### src/rtl/fft_frame_ctrl.sv
// Frame sequencer for the streaming FFT core: packs samples into N-point sink frames,
// follows the core's output frame and reports the largest non-DC bin of each frame.
module fft_frame_ctrl #(
    parameter int LOG2_N = 10,
    parameter int DATA_W = 12,
    parameter int AMP_W  = 25,
    parameter int OVR_W  = 8
) (
    input  logic                     sys_clk,
    input  logic                     sys_rst,
    input  logic                     start,
    input  logic                     cont_mode,
    input  logic signed [DATA_W-1:0] sample_in,
    input  logic                     sample_valid,
    input  logic                     sink_ready,
    output logic                     sink_valid,
    output logic                     sink_sop,
    output logic                     sink_eop,
    output logic signed [DATA_W-1:0] sink_real,
    input  logic                     source_valid,
    input  logic                     source_sop,
    input  logic                     source_eop,
    input  logic signed [AMP_W-1:0]  amp,
    output logic                     busy,
    output logic                     peak_valid,
    output logic [LOG2_N-1:0]        peak_bin,
    output logic signed [AMP_W-1:0]  peak_amp,
    output logic                     sync_err,
    output logic [OVR_W-1:0]         ovr_cnt
);

    localparam logic [LOG2_N-1:0] IDX_LAST = {LOG2_N{1'b1}};

    typedef enum logic [1:0] {IDLE, LOAD, UNLOAD, DONE} state_t;

    state_t                    state, state_nxt;
    logic [LOG2_N-1:0]         k;
    logic [LOG2_N-1:0]         ld_k;
    logic                      all_loaded;
    logic [LOG2_N-1:0]         bin;
    logic [LOG2_N-1:0]         max_bin;
    logic signed [AMP_W-1:0]   max_amp;

    logic xfer, can_load, load, drop, beat, frame_end, cand, upd, frame_bad;

    assign xfer      = sink_valid & sink_ready;
    assign can_load  = (state == LOAD) & ~all_loaded & (~sink_valid | sink_ready);
    assign load      = sample_valid & can_load;
    assign drop      = sample_valid & (((state == LOAD) & ~can_load) |
                                       (((state == UNLOAD) | (state == DONE)) & cont_mode));
    assign beat      = (state == UNLOAD) & source_valid;
    assign frame_end = beat & source_eop;
    // Only bins 1..N/2-1 compete: DC and the mirrored upper half carry no new information.
    assign cand      = (bin != '0) & ~bin[LOG2_N-1];
    assign upd       = beat & cand & (amp > max_amp);
    assign frame_bad = (source_sop & (bin != '0)) | (~source_sop & (bin == '0)) |
                       (source_eop & (bin != IDX_LAST));
    assign busy      = (state != IDLE);

    always_comb begin
        state_nxt = state;
        case (state)
            IDLE:    if (start) state_nxt = LOAD;
            LOAD:    if (xfer && k == IDX_LAST) state_nxt = UNLOAD;
            UNLOAD:  if (frame_end) state_nxt = DONE;
            DONE:    state_nxt = cont_mode ? LOAD : IDLE;
            default: state_nxt = IDLE;
        endcase
    end

    always_ff @(posedge sys_clk) begin
        if (sys_rst) begin
            state      <= IDLE;
            sink_valid <= 1'b0;
            sink_sop   <= 1'b0;
            sink_eop   <= 1'b0;
            sink_real  <= '0;
            k          <= '0;
            ld_k       <= '0;
            all_loaded <= 1'b0;
            bin        <= '0;
            max_bin    <= '0;
            max_amp    <= '0;
            peak_valid <= 1'b0;
            peak_bin   <= '0;
            peak_amp   <= '0;
            sync_err   <= 1'b0;
            ovr_cnt    <= '0;
        end else begin
            state <= state_nxt;

            // The sop/eop flags follow the sample, so they stay stable while stalled.
            if (load) begin
                sink_valid <= 1'b1;
                sink_real  <= sample_in;
                sink_sop   <= (ld_k == '0);
                sink_eop   <= (ld_k == IDX_LAST);
                ld_k       <= ld_k + 1'b1;
                if (ld_k == IDX_LAST) all_loaded <= 1'b1;
            end else if (xfer) begin
                sink_valid <= 1'b0;
            end
            if (xfer) k <= k + 1'b1;

            if (state_nxt == LOAD && state != LOAD) begin
                k          <= '0;
                ld_k       <= '0;
                all_loaded <= 1'b0;
            end

            if (drop && ovr_cnt != {OVR_W{1'b1}}) ovr_cnt <= ovr_cnt + 1'b1;

            if (state == LOAD && state_nxt == UNLOAD) begin
                bin     <= '0;
                max_bin <= '0;
                max_amp <= '0;
            end
            if (beat) begin
                bin <= bin + 1'b1;
                if (frame_bad) sync_err <= 1'b1;
                if (upd) begin
                    max_amp <= amp;
                    max_bin <= bin;
                end
            end

            peak_valid <= frame_end;
            if (frame_end) begin
                peak_bin <= upd ? bin : max_bin;
                peak_amp <= upd ? amp : max_amp;
            end
        end
    end

endmodule

### config.mk
export PLATFORM = sky130hd
export DESIGN_NAME = fft_frame_ctrl
export DESIGN_NICKNAME = d
export VERILOG_FILES = /design/src/rtl/fft_frame_ctrl.sv
export SDC_FILE = /design/constraint.sdc
export NUM_CORES = 1
export LEC_CHECK = 0
export ABC_AREA = 0
export CAP_MARGIN = 10
export CORE_ASPECT_RATIO = 1.4
export CORE_MARGIN = 2
export CORE_UTILIZATION = 53
export DETAILED_ROUTE_END_ITERATION = 8
export PLACE_DENSITY_LB_ADDON = 0.2
export SETUP_SLACK_MARGIN = 0.02
export SKIP_CTS_REPAIR_TIMING = 1
export SLEW_MARGIN = 15
export SYNTH_ARGS = -nofsm -noshare
export SYNTH_HDL_FRONTEND = slang
export SYNTH_SLANG_ARGS = --single-unit
### constraint.sdc
create_clock -name sys_clk -period 2.97 [get_ports sys_clk]
set_clock_uncertainty 0.1 [all_clocks]
set_input_delay 0.594 -clock sys_clk [delete_from_list [all_inputs] [get_ports sys_clk]]
set_output_delay 0.594 -clock sys_clk [all_outputs]
set_load 0.005 [all_outputs]
==> run summary <==
clock sink count: 128
chip height: 131 µm
Core Area: 11300 µm²
Startpoint Class: primary input
reg2reg setup slack: 0.24 ns
Post-Synthesis Cells: 723
Final Hold Viols: 0
synthesized area: 6110 µm²
minimum clock period: 2.95 ns
Layout Cell Area excl Fill: 8460 µm²
# H-tree levels: 4
YS warnings: 0
Setup-failing EPs final: 0
first-pass detailed-route iteration total: 5
Most used DFF post-synth: dfxtp_1
pwr dens: 508 nW/µm²
worst vdd ir: 0.000456 V
Flop pwr share: 40.4%
HPWL after DPL: 10900 µm
leak pwr: 3.12 nW
status: finished clean
via density per instance: 5.78
Switching Share: 21.5%
total wire length: 16800 µm
Setup crit end kind: flop
P_int: 3.37 mW
Seq/Total Area, Yosys: 41.9%
Critical Path RT: 3.15 ns
met1 WL: 6610 µm
post-synth cell types: 56
async set-reset flop share out of synthesis: 0%
Fillers: 810
All-Layer GR Usage: 26.3%
Num CTS Buffers: 17
WP data arrival: 3.13 ns
Die ar.: 12400 µm²
RSZ-0062 raised after global routing: yes
uppermost layer routed: met4
Root Driver: clkbuf_16
Initial DRC Count: 291
Clock transition at path regs: 0.06 ns
Crit Path Max Fanout: 6
effective utilization at floorplan: 54.2%
synthesized area per cell: 8.45 µm²
Worst-Margin Slew: 0.787 ns
cell count of the worst reg-to-reg path: 12
vias: 5862
diodes inserted: 0
Port Buffers: 106
antenna viol nets, final: 0
WL met2: 8910 µm
Max Slew Vio Count: 0
routability cong.: 0.815
worst setup path end: peak_amp[9]$_SDFFE_PP0P_
number of synthesized flops with an enable pin: 0
fmax: 339 MHz
area grow syn2layout: 38.4%
dpl cell area: 7480 µm²
r2r startpoint: max_amp[2]$_SDFF_PP0_
Total Power: 4.30 mW
net switching power: 0.925 mW
Post-route DRC: 0
number of max-cap violations: 0
FF+latch count, synth: 128
wire per inst: 16.6 µm
Clock power frac: 53.5%
clk_lat worst skew: 0.42 ns
row cnt: 46
crit path from: amp[5]
initial antenna violation count: 0
ratio of final minimum period to clock period: 99.4%
Gate power share: 6.2%
Die W: 94.8 µm
DR WL met3: 939 µm
WS Path Type: primary input to flop
RR Endpoint: peak_amp[9]$_SDFFE_PP0P_
final setup TNS: 0 ns
Fin Hold WS: 0.354 ns
IO Pins: 107
CTS Buffer Depth: 2
max_slew headroom: 47.6%
number of global-route vias before repair: 5668
Final nets: 935
grt total ovfl: 0
largest net degree at the start of global routing: 72
Min-Delay Path Class: flop to flop
global-route wire length before repair: 25900 µm
Syn Nets: 800
share of layout cells above drive strength 1: 14.1%
CTS tree: yes
final core occ: 75.0%
area by class of cell:
cell class | instances | area (µm²) | share of cell area [%]
Clock buffer | 18 | 439 | 5.19
Clock inverter | 14 | 214 | 2.53
Inverter | 35 | 131 | 1.55
Multi-Input combinational cell | 519 | 3370 | 39.9
Sequential cell | 128 | 2560 | 30.3
Tap cell | 144 | 180 | 2.13
Timing Repair Buffer | 157 | 1560 | 18.4
metrics by stage:
stage                     instances  worst slack [ns]
final                          1015            0.0177
after global routing           1015           -0.0715
after CTS                      1007            -0.145
after detailed placement        975            -0.590
after global placement          975            -0.478
after floorplan                 723             0.211
cell families after synthesis:
group | after synthesis | synth area share, %
buf+inv | 77 | 6.28
mux | 31 | 5.18
flops | 128 | 41.9
compound gates | 204 | 18.6
simple gates | 228 | 18.2
fa+ha+maj | 31 | 6.35
xor+xnor | 24 | 3.44
flip-flops by register name (all words and copies together), names as in the netlist:
name / cells
peak_amp: 25
all_loaded: 1
bin: 10
peak_bin: 10
sink_valid: 1
sink_real: 12
state: 2
k: 10
max_amp: 25
max_bin: 10
sink_sop: 1
sink_eop: 1
sync_err: 1
ld_k: 10
peak_valid: 1
ovr_cnt: 8
how the worst min path moves through the flow:
stage | from | to | depth (start not counted) | slack [ns]
floorplan | all_loaded$_SDFFE_PP0P_ | all_loaded$_SDFFE_PP0P_ | 2 | 0.34
global placement | sink_real[6]$_SDFFE_PP0P_ | sink_real[6]$_SDFFE_PP0P_ | 2 | 0.34
detailed placement | sink_real[3]$_SDFFE_PP0P_ | sink_real[3]$_SDFFE_PP0P_ | 2 | 0.35
CTS | sink_real[3]$_SDFFE_PP0P_ | sink_real[3]$_SDFFE_PP0P_ | 2 | 0.36
global route | sink_real[11]$_SDFFE_PP0P_ | sink_real[11]$_SDFFE_PP0P_ | 2 | 0.37
finish | sink_real[3]$_SDFFE_PP0P_ | sink_real[3]$_SDFFE_PP0P_ | 2 | 0.35
layout by cell type, fill, tap and decap left out, types with 4 or more instances in the layout:
cell type / netlist / routed
o21ai_1: 22 / 23
dfxtp_1: 128 / 128
o21ai_0: 62 / 61
mux2i_1: 29 / 26
inv_1: 35 / 35
bufinv_16: 0 / 5
nor4_1: 4 / 4
ha_4: 0 / 9
clkdlybuf4s50_1: 0 / 95
nor2_1: 63 / 63
a21oi_1: 96 / 96
nand2_1: 60 / 59
and3_1: 11 / 11
nor3_1: 4 / 4
nand4_1: 11 / 11
dlymetal6s2s_1: 0 / 10
buf_4: 0 / 42
xnor2_1: 9 / 9
ha_1: 31 / 22
a22oi_1: 4 / 4
a221oi_2: 5 / 7
xor2_1: 15 / 15
nand3_1: 52 / 52
clkbuf_16: 0 / 19
buf_12: 2 / 4
power groups by stage:
stage | logic [mW] | clock network [mW] | registers, mW
final | 0.266 | 2.30 | 1.74
after global routing | 0.288 | 2.40 | 1.74
after CTS | 0.249 | 2.31 | 1.74
after detailed placement | 0.246 | 0 | 1.77
after global placement | 0.240 | 0 | 1.77
after floorplan | 0.102 | 0 | 1.77
synthesized netlist by cell type, types with 3 or more instances:
cell	number	area [µm²]
nand4_1	11	68.8
a221oi_2	5	75.1
nand2b_1	3	18.8
clkbuf_1	26	97.6
mux2i_1	29	290
ha_1	31	388
xnor2_1	9	78.8
o21ai_0	62	310
nor3_1	4	20.0
dfxtp_1	128	2560
a221oi_1	3	26.3
nor4_1	4	25.0
buf_6	6	67.6
a22oi_1	4	30.0
xor2_1	15	131
and3_1	11	68.8
nor2_1	63	236
nand3_1	52	260
nand2_1	60	225
a21oi_1	96	480
and2_1	3	18.8
inv_1	35	131
o21ai_1	22	110
worst max-delay path, cell delays in order:
cell and delay [ns]:
clkdlybuf4s50_1 0.43, ha_1 0.32, nand4_1 0.20, nor3_1 0.10, o311a_4 0.41, nor2_4 0.16
mux2i_4 0.26, buf_12 0.15, clkbuf_16 0.15, mux2i_1 0.24, a21oi_1 0.10
metal layers:
metal	track usage, %	vias up
li1	-	2824
met1	29.4	2784
met2	47.2	221
met3	6.00	33
met4	12.1	0
met5	0	-
Note: power is estimated with default switching activity, not from simulation.
